<file path="src/rtl/otter_io_pkg.sv">
`timescale 1ns/1ps
// otter_io_pkg
// Shared constants for OTTER IOBUS peripherals: register offsets of the
// seven-segment controller, the blank cathode pattern, and the active-low
// hex-to-segment lookup table (gfedcba, bit 6 = g).
package otter_io_pkg;

  localparam logic [31:0] DATA_OFS   = 32'h0;
  localparam logic [31:0] CTRL_OFS   = 32'h4;
  localparam logic [31:0] STATUS_OFS = 32'h8;

  localparam logic [7:0]  SSEG_BLANK = 8'hFF;

  // Entry 15 first so HEX_SSEG_TBL[n] is the pattern for hex digit n.
  localparam logic [15:0][6:0] HEX_SSEG_TBL = {
    7'h0E, 7'h06, 7'h21, 7'h46,   // F E d C
    7'h03, 7'h08, 7'h10, 7'h00,   // b A 9 8
    7'h78, 7'h02, 7'h12, 7'h19,   // 7 6 5 4
    7'h30, 7'h24, 7'h79, 7'h40    // 3 2 1 0
  };

endpackage

</file>
<file path="src/rtl/hex_to_sseg.sv">
`timescale 1ns/1ps
// hex_to_sseg
// Combinational 4-bit hex to 7-segment decoder, active-low cathodes.
//   hex [3:0] in  : nibble to display
//   seg [6:0] out : gfedcba, 0 = segment lit
module hex_to_sseg
  import otter_io_pkg::*;
(
  input  logic [3:0] hex,
  output logic [6:0] seg
);

  assign seg = HEX_SSEG_TBL[hex];

endmodule

</file>
<file path="src/rtl/iobus_sseg_ctrl.sv">
`timescale 1ns/1ps
// iobus_sseg_ctrl
// Four-digit multiplexed seven-segment display controller on the OTTER IOBUS.
// Registers (word addresses relative to BASE_ADDR):
//   +0 DATA   R/W : [15:0] shadow value, write sets pending
//   +4 CTRL   R/W : [0] enable, [7:4] dp mask (1 = lit)
//   +8 STATUS RO  : [1:0] digit index, [2] pending
// The shadow value is transferred to the displayed value only at a frame
// boundary (digit index wrapping 3->0), so a frame never shows a torn value.
// Ports:
//   CLK, RST         : clock, synchronous active-high reset
//   IOBUS_ADDR/OUT/WR: MCU bus address, write data, write strobe
//   IOBUS_IN         : combinational read data, 0 when not addressed
//   SEGS [7:0]       : active-low cathodes, [7] = dp, [6:0] = gfedcba
//   AN   [3:0]       : active-low anodes, AN[0] = rightmost digit
// Build option: define SSEG_LEADING_ZERO_BLANK_EN to blank leading zero
// digits 3..1 (digit 0 always shown).
module iobus_sseg_ctrl
  import otter_io_pkg::*;
#(
  parameter logic [31:0] BASE_ADDR   = 32'h1100C010,
  parameter int          REFRESH_DIV = 50000
)(
  input  logic        CLK,
  input  logic        RST,
  input  logic [31:0] IOBUS_ADDR,
  input  logic [31:0] IOBUS_OUT,
  input  logic        IOBUS_WR,
  output logic [31:0] IOBUS_IN,
  output logic [7:0]  SEGS,
  output logic [3:0]  AN
);

  localparam int NUM_DIGITS = 4;
  localparam int PW = (REFRESH_DIV > 1) ? $clog2(REFRESH_DIV) : 1;
  localparam logic [PW-1:0] PRESC_MAX = PW'(REFRESH_DIV - 1);

  logic [15:0]   shadow, active;
  logic [7:0]    ctrl;
  logic          pending;
  logic [PW-1:0] presc;
  logic [1:0]    digit;

  logic sel_data, sel_ctrl, sel_status;
  logic wr_data, wr_ctrl;
  logic tc, wrap;

  assign sel_data   = (IOBUS_ADDR == BASE_ADDR + DATA_OFS);
  assign sel_ctrl   = (IOBUS_ADDR == BASE_ADDR + CTRL_OFS);
  assign sel_status = (IOBUS_ADDR == BASE_ADDR + STATUS_OFS);
  assign wr_data    = IOBUS_WR & sel_data;
  assign wr_ctrl    = IOBUS_WR & sel_ctrl;

  assign tc   = (presc == PRESC_MAX);
  assign wrap = tc & (digit == 2'd3);

  // Only the low half of the write word carries register bits.
  logic unused_wdata;
  assign unused_wdata = ^IOBUS_OUT[31:16];

  // Register file and scan counters
  always_ff @(posedge CLK) begin
    if (RST) begin
      shadow  <= '0;
      active  <= '0;
      ctrl    <= '0;
      pending <= 1'b0;
      presc   <= '0;
      digit   <= '0;
    end else begin
      if (wr_data) shadow <= IOBUS_OUT[15:0];
      if (wr_ctrl) ctrl   <= {IOBUS_OUT[7:4], 3'b000, IOBUS_OUT[0]};
      presc <= tc ? '0 : presc + 1'b1;
      if (tc)   digit  <= digit + 2'd1;
      // active samples the pre-write shadow; a coincident write keeps
      // pending set so the new value lands on the following frame.
      if (wrap) active <= shadow;
      if (wr_data)   pending <= 1'b1;
      else if (wrap) pending <= 1'b0;
    end
  end

  // Read mux
  always_comb begin
    IOBUS_IN = '0;
    if (sel_data)   IOBUS_IN = {16'h0, shadow};
    if (sel_ctrl)   IOBUS_IN = {24'h0, ctrl};
    if (sel_status) IOBUS_IN = {29'h0, pending, digit};
  end

  // Per-digit decode, all digits in parallel, then select the scanned one.
  logic [NUM_DIGITS-1:0][6:0] hex_seg;
  logic [NUM_DIGITS-1:0]      blank;

  for (genvar g = 0; g < NUM_DIGITS; g++) begin : g_dig
    hex_to_sseg u_dec (
      .hex (active[4*g +: 4]),
      .seg (hex_seg[g])
    );
`ifdef SSEG_LEADING_ZERO_BLANK_EN
    if (g == 0) begin : g_b0
      assign blank[g] = 1'b0;
    end else begin : g_bn
      assign blank[g] = ((active >> (4*g)) == 16'h0);
    end
`else
    assign blank[g] = 1'b0;
`endif
  end

  logic [3:0] dp_mask;
  logic [7:0] segs_nxt;
  logic [3:0] an_nxt;

  assign dp_mask = ctrl[7:4];

  always_comb begin
    segs_nxt = SSEG_BLANK;
    an_nxt   = 4'hF;
    if (ctrl[0] && !blank[digit]) begin
      segs_nxt = {~dp_mask[digit], hex_seg[digit]};
      an_nxt   = ~(4'b0001 << digit);
    end
  end

  // Pin registers: follow the scan state one cycle later.
  always_ff @(posedge CLK) begin
    if (RST) begin
      SEGS <= SSEG_BLANK;
      AN   <= 4'hF;
    end else begin
      SEGS <= segs_nxt;
      AN   <= an_nxt;
    end
  end

endmodule

</file>
<file path="config.mk">
export PLATFORM = sky130hd
export DESIGN_NAME = iobus_sseg_ctrl
export DESIGN_NICKNAME = d
export VERILOG_FILES = /design/src/rtl/otter_io_pkg.sv /design/src/rtl/hex_to_sseg.sv /design/src/rtl/iobus_sseg_ctrl.sv
export SDC_FILE = /design/constraint.sdc
export NUM_CORES = 1
export LEC_CHECK = 0
export CORE_MARGIN = 3
export CORE_UTILIZATION = 25
export DETAILED_ROUTE_END_ITERATION = 12
export REMOVE_ABC_BUFFERS = 1
export SLEW_MARGIN = 30
export SYNTH_ARGS = -nofsm -noshare
export SYNTH_HDL_FRONTEND = slang
export SYNTH_SLANG_ARGS = --single-unit
</file>
<file path="constraint.sdc">
create_clock -name CLK -period 3.12 [get_ports CLK]
set_input_delay 0.468 -clock CLK [delete_from_list [all_inputs] [get_ports CLK]]
set_output_delay 0.468 -clock CLK [all_outputs]
set_load 0.03 [all_outputs]
</file>
==> summary.md, run 1 <==
| Metric | Value |
|---|---|
| Switching portion of total power | 20.9% |
| Critical path class | reg2reg |
| Mux cell area share after synthesis | 12.3% |
| Die area | 0.0210 mm2 |
| NumNets Final | 706 |
| Status | finished, final reports clean |
| Final Cycle Share | 94.7% |
| I/O Pins | 111 |
| Post-synthesis compound-gate area fraction | 10.3% |
| Die height | 145 um |
| Final Util | 33.5% |
| Final non-filler cell total | 875 |
| Worst setup SP type | flop |
| Hold path cells | 2 |
| Initial Util | 25.6% |
| Clock sinks | 96 |
| Pre-antenna DRT Iters | 4 |
| Most frequent cells in the layout | dfxtp_1, clkdlybuf4s50_1, nand2_1 |
| DRC violations left | 0 |
| Mapped Cells | 520 |
| WL/cell | 13.0 um |
| Vias in the first global route | 3704 |
| Critical path capture point type | flop |
| Fill cell count | 1979 |
| Async set-or-reset flop fraction in the synthesized netlist | 0% |
| Simple logic cell fraction of the synthesized area | 20.6% |
| Max Cap Violations | 0 |
| Flop2flop setup slack | 0.17 ns |
| #FFs+latches synth | 96 |
| Syn-to-layout area delta | 30.8% |
| CTS H-tree lvls | 3 |
| Worst r2r path cells | 9 |
| Clock latency on the worst-skew pair | 0.34 ns |
| First-pass GRT wire length | 18.4 mm |
| R2r endpoint | g_dig[0].u_dec.seg[3]$_DFF_P_ |
| Data required time at the worst endpoint | 3.33 ns |
| Slowest Stage Delay on Critical Path | 0.57 ns |
| Post-synthesis cell area | 0.00482 mm2 |
| Int Power | 2.02 mW |
| Initial drt markers | 177 |
| XOR/XNOR share of the synthesized area | 2.55% |
| Final Max Tran Viols | 0 |
| CTS tree | built |
| Worst EP arrival | 3.17 ns |
| Setup tns final | 0 ns |
| DR vias | 3789 |
| Power share of the sequential group | 48.2% |
| Row count | 50 |
| Placed Instances | 859 |
| Dpl hpwl | 8.74 mm |
| Setup violators final | 0 |
| Unique masters post-synth | 48 |
| Layout cells sized above 1 | 15.1% |
| Clk_skew | 0.0108 ns |
| Number of synthesized flops with an enable pin | 0 |
| TritonCTS buffer count | 9 |
| Syn_area_per_cell | 9.26 um2 |
| Hold Path Class | reg2reg |
| Congestion Overflow GR | 0 |
| Hold path endpoint | pending$_SDFFE_PP0P_ |
| Comb pwr share | 4.9% |
| Total GRT Usage | 11.2% |
| Sw power | 535 uW |
| RSZ-0062 raised after global routing | yes |
| Clk pwr share | 46.9% |
| Setup Buffers After CTS | 0 |
| Vias/cell | 4.33 |
| Register area share after synthesis | 39.9% |
| Final RePlAce weighted congestion | 0.783 |
| Worst Path Max Fanout | 32 |
| Max-slew headroom | 59.1% |
| CTS Hold Bufs | 0 |
| Final period demand of the worst path | 2.95 ns |
| Final ANT Viol Nets | 0 |
| Commonest non-fill, non-tap cell in the layout | dfxtp_1 |
| Drt total wl | 11.4 mm |
| Max Clock Freq | 0.339 GHz |
| Clk root buf | clkbuf_16 |
| Top_reg_cell synth | dfxtp_1 |
| Worst-case clock buffer depth | 2 |
| Leakage | 2.29 nW |
| Worst vdd ir | 0.275 mV |
| Worst-margin pin slew | 0.613 ns |
| Largest family of logic cells by synthesized area | simple AND/OR/NAND/NOR gates |
| Core box area | 0.0188 mm2 |
| Slowest cell on crit path | or4b_1 |
| Number of port buffers | 78 |
| Reg2reg start | presc[5]$_SDFF_PP0_ |
| Synth Area in Adders | 7.53% |
| Worst path cell trace | or4b_1 > buf_4 > nor4_4 > buf_12 > mux2i_1 > nor2_2 > inv_1 > ha_1 > mux4_2 |
| Largest net degree at the start of global routing | 33 |
| PD cells | 406 mW/mm2 |
| Die extent in x | 145 um |
| Initial antenna violation count | 0 |
| Synth warn | 0 |
| Reg clk slew, reported paths | 0.07 ns |
| Worst Min Path Start | pending$_SDFFE_PP0P_ |
| Antenna Diode Count | 0 |
| Final hold vios | 0 |
==> routing by layer <==
layer / GRT usage (%) / wire length [um] / vias to the layer above
li1: - / - / 1948
met1: 13.8 / 5090 / 1771
met2: 19.1 / 5640 / 52
met3: 2.46 / 418 / 18
met4: 3.83 / 206 / 0
met5: 0 / 0 / -
==> cell usage after synthesis (all sizes together), types with 3 or more instances <==
| cell | number | area, um2 |
|---|---|---|
| ha | 29 | 363 |
| o22ai | 10 | 62.6 |
| and2 | 10 | 62.6 |
| buf | 24 | 165 |
| dfxtp | 96 | 1920 |
| nor3 | 5 | 25.0 |
| nor4 | 6 | 58.8 |
| a31oi | 4 | 25.0 |
| mux4 | 12 | 270 |
| xnor2 | 6 | 52.6 |
| a21oi | 39 | 195 |
| nand2 | 60 | 225 |
| nor2 | 44 | 175 |
| mux2i | 30 | 300 |
| or3b | 6 | 52.6 |
| nand3 | 13 | 65.1 |
| xor2 | 8 | 70.1 |
| a32o | 4 | 40.0 |
| nand2b | 10 | 62.6 |
| or3 | 5 | 31.3 |
| and3 | 4 | 25.0 |
| nor3b | 4 | 30.0 |
| a22o | 6 | 52.6 |
| inv | 23 | 86.3 |
| clkbuf | 19 | 71.3 |
| o21ai | 5 | 25.0 |
| nor2b | 5 | 31.3 |
| nor4b | 3 | 26.3 |
| nand4 | 7 | 43.8 |
==> area by class of cell <==
class,instances,area [um2],share of cell area (%)
repair buffers,107,993,15.8
multi-input cells,373,2640,42.0
well taps,260,325,5.16
clock buffers,10,239,3.79
clock inverters,6,90.1,1.43
inverters,23,86.3,1.37
flip-flops and latches,96,1920,30.5
==> state kept, by name, indices dropped and copies added (netlist names) <==
register and cells:
presc 16, digit 2, shadow 16, pending 1, g_dig.u_dec.seg 28, SEGS 8, ctrl 5, active 16
AN 4
==> worst max path at each step <==
stage | slack, ns | end | cells after the start | start
2_1_floorplan | -0.47 | g_dig[0].u_dec.seg[3]$_DFF_P_ | 8 | digit[0]$_SDFFE_PP0P_
4_1_cts | 0.10 | g_dig[0].u_dec.seg[3]$_DFF_P_ | 9 | presc[5]$_SDFF_PP0_
3_3_place_gp | 0.14 | g_dig[0].u_dec.seg[3]$_DFF_P_ | 9 | presc[5]$_SDFF_PP0_
3_5_place_dp | 0.12 | g_dig[0].u_dec.seg[3]$_DFF_P_ | 9 | presc[5]$_SDFF_PP0_
5_1_grt | -0.008 | g_dig[0].u_dec.seg[3]$_DFF_P_ | 9 | presc[5]$_SDFF_PP0_
6_report | 0.17 | g_dig[0].u_dec.seg[3]$_DFF_P_ | 9 | presc[5]$_SDFF_PP0_
==> worst max-delay path: cells and delay by family, from the launching register on <==
kind	cells	cell delay [ns]
AND/OR/NAND/NOR	3	0.93
multiplexers	2	0.73
buffers and inverters	3	0.56
flip-flops	1	0.33
adder cells (fa/ha/maj)	1	0.26
==> power groups by stage <==
| stage | logic (mW) | clock network, mW | registers [mW] |
|---|---|---|---|
| 6_report | 0.125 | 1.20 | 1.23 |
| 5_1_grt | 0.137 | 1.29 | 1.23 |
| 4_1_cts | 0.125 | 1.23 | 1.23 |
| 3_5_place_dp | 0.125 | 0 | 1.26 |
| 3_3_place_gp | 0.125 | 0 | 1.26 |
| 2_1_floorplan | 0.0386 | 0 | 1.26 |
==> kinds of logic (layout without fill, tap and decap cells) <==
kind of cell	Yosys count	count (layout)
AND/OR/NAND/NOR	191	191
flip-flops	96	96
AO/OA/AOI/OAI	79	79
buffers and inverters	66	146
multiplexers	44	44
adder cells (fa/ha/maj)	29	29
XOR/XNOR	14	14
other	1	16
==> through the flow <==
| step | total power, mW | cell area (um2) | setup slack [ns] | hold WS [ns] |
|---|---|---|---|---|
| final | 2.56 | 6300 | 0.167 | 0.458 |
| after CTS | 2.59 | 6280 | 0.102 | 0.460 |
| after global placement | 1.38 | 5950 | 0.141 | 0.443 |
| after floorplan | 1.30 | 4640 | -0.473 | 0.426 |
| after global routing | 2.65 | 6300 | -0.00750 | 0.491 |
| after detailed placement | 1.38 | 5950 | 0.125 | 0.448 |
==> timing repair <==
action | CTS | global route
setup endpoints to repair | 0 | 6
endpoints found under the hold margin | 0 | 0
resized for setup | 0 | 4
Note: power is estimated with default switching activity, not from simulation.
==> run 2: changes to the inputs <==
TNS_END_PERCENT = 50   (was default)
clock period = 3.77 ns   (was 3.12 ns; I/O delays follow)
==> run 2 against run 1 <==
  * Combinational power is 18% lower
  * Largest cell class unchanged
  * First-iteration DRC count is 45% higher
  * Count of clock-buffer cells in the layout is 1 higher
  * Setup slack better by 0.12 ns
  * Sequential share of layout area is 0.58 points higher
  * Register-to-register slack better by 0.46 ns
  * Global-route usage is 0.076 points lower
  * Clock power is 15% lower
  * Non-clock buffer count is 17 lower
==> summary.md, run 2 (synthesized netlist as in run 1, its figures left out) <==
| Metric | Value |
|---|---|
| Setup violators final | 0 (unchanged) |
| Layout cells sized above 1 | 10.5% (-4.6 points) |
| Worst setup margin | 0.284 ns (+0.117 ns) |
| Final Util | 32.8% (-0.62 points) |
| Worst EP arrival | 2.92 ns (-0.25 ns) |
| Critical path capture point type | output port |
| Leakage | 2.18 nW (-4.4%) |
| Syn-to-layout area delta | 28.4% |
| Clk root buf | clkbuf_16 |
| Worst setup SP type | input pin |
| WL/cell | 13.0 um (+0.40%) |
| RSZ-0062 raised after global routing | no |
| Flop2flop setup slack | 0.63 ns (+0.46 ns) |
| Max Cap Violations | 0 (unchanged) |
| Clk pwr share | 47.6% (+0.7 points) |
| Drt total wl | 11.2 mm (-1.6%) |
| CP dominant cell by count | clkdlybuf4s50_1 |
| Clock sinks | 96 (unchanged) |
| Int Power | 1.72 mW (-15%) |
| Worst vdd ir | 0.227 mV (-17%) |
| Initial antenna violation count | 0 (unchanged) |
| TritonCTS buffer count | 9 (unchanged) |
| Clk_skew | 0.0103 ns (-0.000481 ns) |
| Final Max Tran Viols | 0 (unchanged) |
| NumNets Final | 689 (-2.4%) |
| Slowest Stage Delay on Critical Path | 0.69 ns (+0.12 ns) |
| Core box area | 0.0188 mm2 (unchanged) |
| Reg2reg start | presc[3]$_SDFF_PP0_ |
| Hold path endpoint | active[13]$_SDFFE_PP0P_ |
| Worst Path Max Fanout | 6 (-81%) |
| Setup tns final | 0 ns (unchanged) |
| PD cells | 346 mW/mm2 (-15%) |
| Max-slew headroom | 51.0% (-8.0 points) |
| Worst Min Path Start | active[13]$_SDFFE_PP0P_ |
| Final RePlAce weighted congestion | 0.806 (+2.9%) |
| Dpl hpwl | 8.57 mm (-1.9%) |
| Final non-filler cell total | 858 (-1.9%) |
| Reg clk slew, reported paths | 0.06 ns (about the same) |
| Total GRT Usage | 11.1% (-0.076 points) |
| Largest net degree at the start of global routing | 39 (+18%) |
| Initial drt markers | 257 (+45%) |
| Number of port buffers | 78 (unchanged) |
| Die area | 0.0210 mm2 (unchanged) |
| Final hold vios | 0 (unchanged) |
| Critical path class | in2out |
| Vias/cell | 4.34 (+0.26%) |
| Worst path cell trace | clkdlybuf4s50_1 > nor4b_1 > nand4_1 > or3_1 > nor3_1 > clkdlybuf4s50_1 |
| Data required time at the worst endpoint | 3.20 ns (-0.13 ns) |
| Power share of the sequential group | 47.6% (-0.6 points) |
| Row count | 50 (unchanged) |
| DR vias | 3725 (-1.7%) |
| Clock latency on the worst-skew pair | 0.34 ns (about the same) |
| Pre-antenna DRT Iters | 4 (unchanged) |
| Final Cycle Share | 92.5% |
| Hold path cells | 2 (unchanged) |
| Placed Instances | 842 (-2.0%) |
| CTS Hold Bufs | 0 (unchanged) |
| CTS H-tree lvls | 3 (unchanged) |
| Final ANT Viol Nets | 0 (unchanged) |
| Switching portion of total power | 19.7% (-1.2 points) |
| Worst-case clock buffer depth | 2 (unchanged) |
| Max Clock Freq | 0.287 GHz |
| Worst r2r path cells | 8 (-1) |
| Congestion Overflow GR | 0 (unchanged) |
| Final period demand of the worst path | 3.49 ns |
| Initial Util | 25.6% (unchanged) |
| First-pass GRT wire length | 18.3 mm (-0.71%) |
| Slowest cell on crit path | clkdlybuf4s50_1 |
| Max reg flops | 28 (unchanged) |
| I/O Pins | 111 (unchanged) |
| R2r endpoint | g_dig[3].u_dec.seg[3]$_DFF_P_ |
| Die height | 145 um (unchanged) |
| Comb pwr share | 4.8% (about the same) |
| Status | finished, final reports clean |
| Setup Buffers After CTS | 0 (unchanged) |
| Sw power | 422 uW (-21%) |
| Pre-CTS setup slack | 0.274 ns (+0.149 ns) |
| Antenna Diode Count | 0 (unchanged) |
| Hold Path Class | reg2reg |
| CTS tree | built |
| Vias in the first global route | 3631 (-2.0%) |
| PostCTS Resize Cnt | 0 (unchanged) |
| Fill cell count | 1960 (-0.96%) |
| Most frequent cells in the layout | dfxtp_1, clkdlybuf4s50_1, nand2_1 |
| Worst-margin pin slew | 0.735 ns (+0.122 ns) |
| Commonest non-fill, non-tap cell in the layout | dfxtp_1 |
| DRC violations left | 0 (unchanged) |
| Die extent in x | 145 um (unchanged) |
-- run 2: layer usage --
metal / track usage [%] / share of wire (%)
met1: 13.9 / 45
met2: 19.2 / 50
met3: 2.23 / 4.2
met4: 3.34 / 1.1
met5: 0 / 0
-- run 2: area by class of cell --
type                    instances  area [um2]  share of cell area [%]
well taps                     260         325                    5.26
clock inverters                 5         105                    1.70
repair buffers                 90         883                    14.3
multi-input cells             373        2630                    42.5
clock buffers                  11         233                    3.76
inverters                      23        86.3                    1.40
flip-flops and latches         96        1920                    31.1
-- run 2: worst max path at each step --
stage / startpoint / to / depth (start not counted) / slack, ns
after floorplan: digit[0]$_SDFFE_PP0P_ / g_dig[0].u_dec.seg[3]$_DFF_P_ / 8 / 0.18
after global placement: IOBUS_ADDR[1] / IOBUS_IN[10] / 6 / 0.27
after detailed placement: IOBUS_ADDR[1] / IOBUS_IN[10] / 6 / 0.27
after CTS: IOBUS_ADDR[1] / IOBUS_IN[10] / 6 / 0.27
after global routing: IOBUS_ADDR[29] / IOBUS_IN[10] / 6 / 0.08
final: IOBUS_ADDR[26] / IOBUS_IN[10] / 6 / 0.28
-- run 2: power by group through the flow --
| stage | clock [mW] | sequential, mW | combinational, mW |
|---|---|---|---|
| 4_1_cts | 1.06 | 1.02 | 0.103 |
| 2_1_floorplan | 0 | 1.04 | 0.0320 |
| 3_5_place_dp | 0 | 1.04 | 0.102 |
| 5_1_grt | 1.09 | 1.02 | 0.111 |
| 6_report | 1.02 | 1.02 | 0.102 |
| 3_3_place_gp | 0 | 1.04 | 0.103 |
-- run 2: worst max-delay path: cells and delay by family --
kind,cells,cell delay [ns]
buffers and inverters,2,1.09
and+or+nand+nor,4,1.26
-- run 2: per-stage QoR --
step                      area [um2]  hold WS, ns  total power, mW
after floorplan                 4640        0.426             1.07
after global placement          5840        0.438             1.14
after detailed placement        5840        0.451             1.14
after CTS                       6180        0.461             2.18
after global routing            6180        0.485             2.22
final                           6180        0.458             2.14
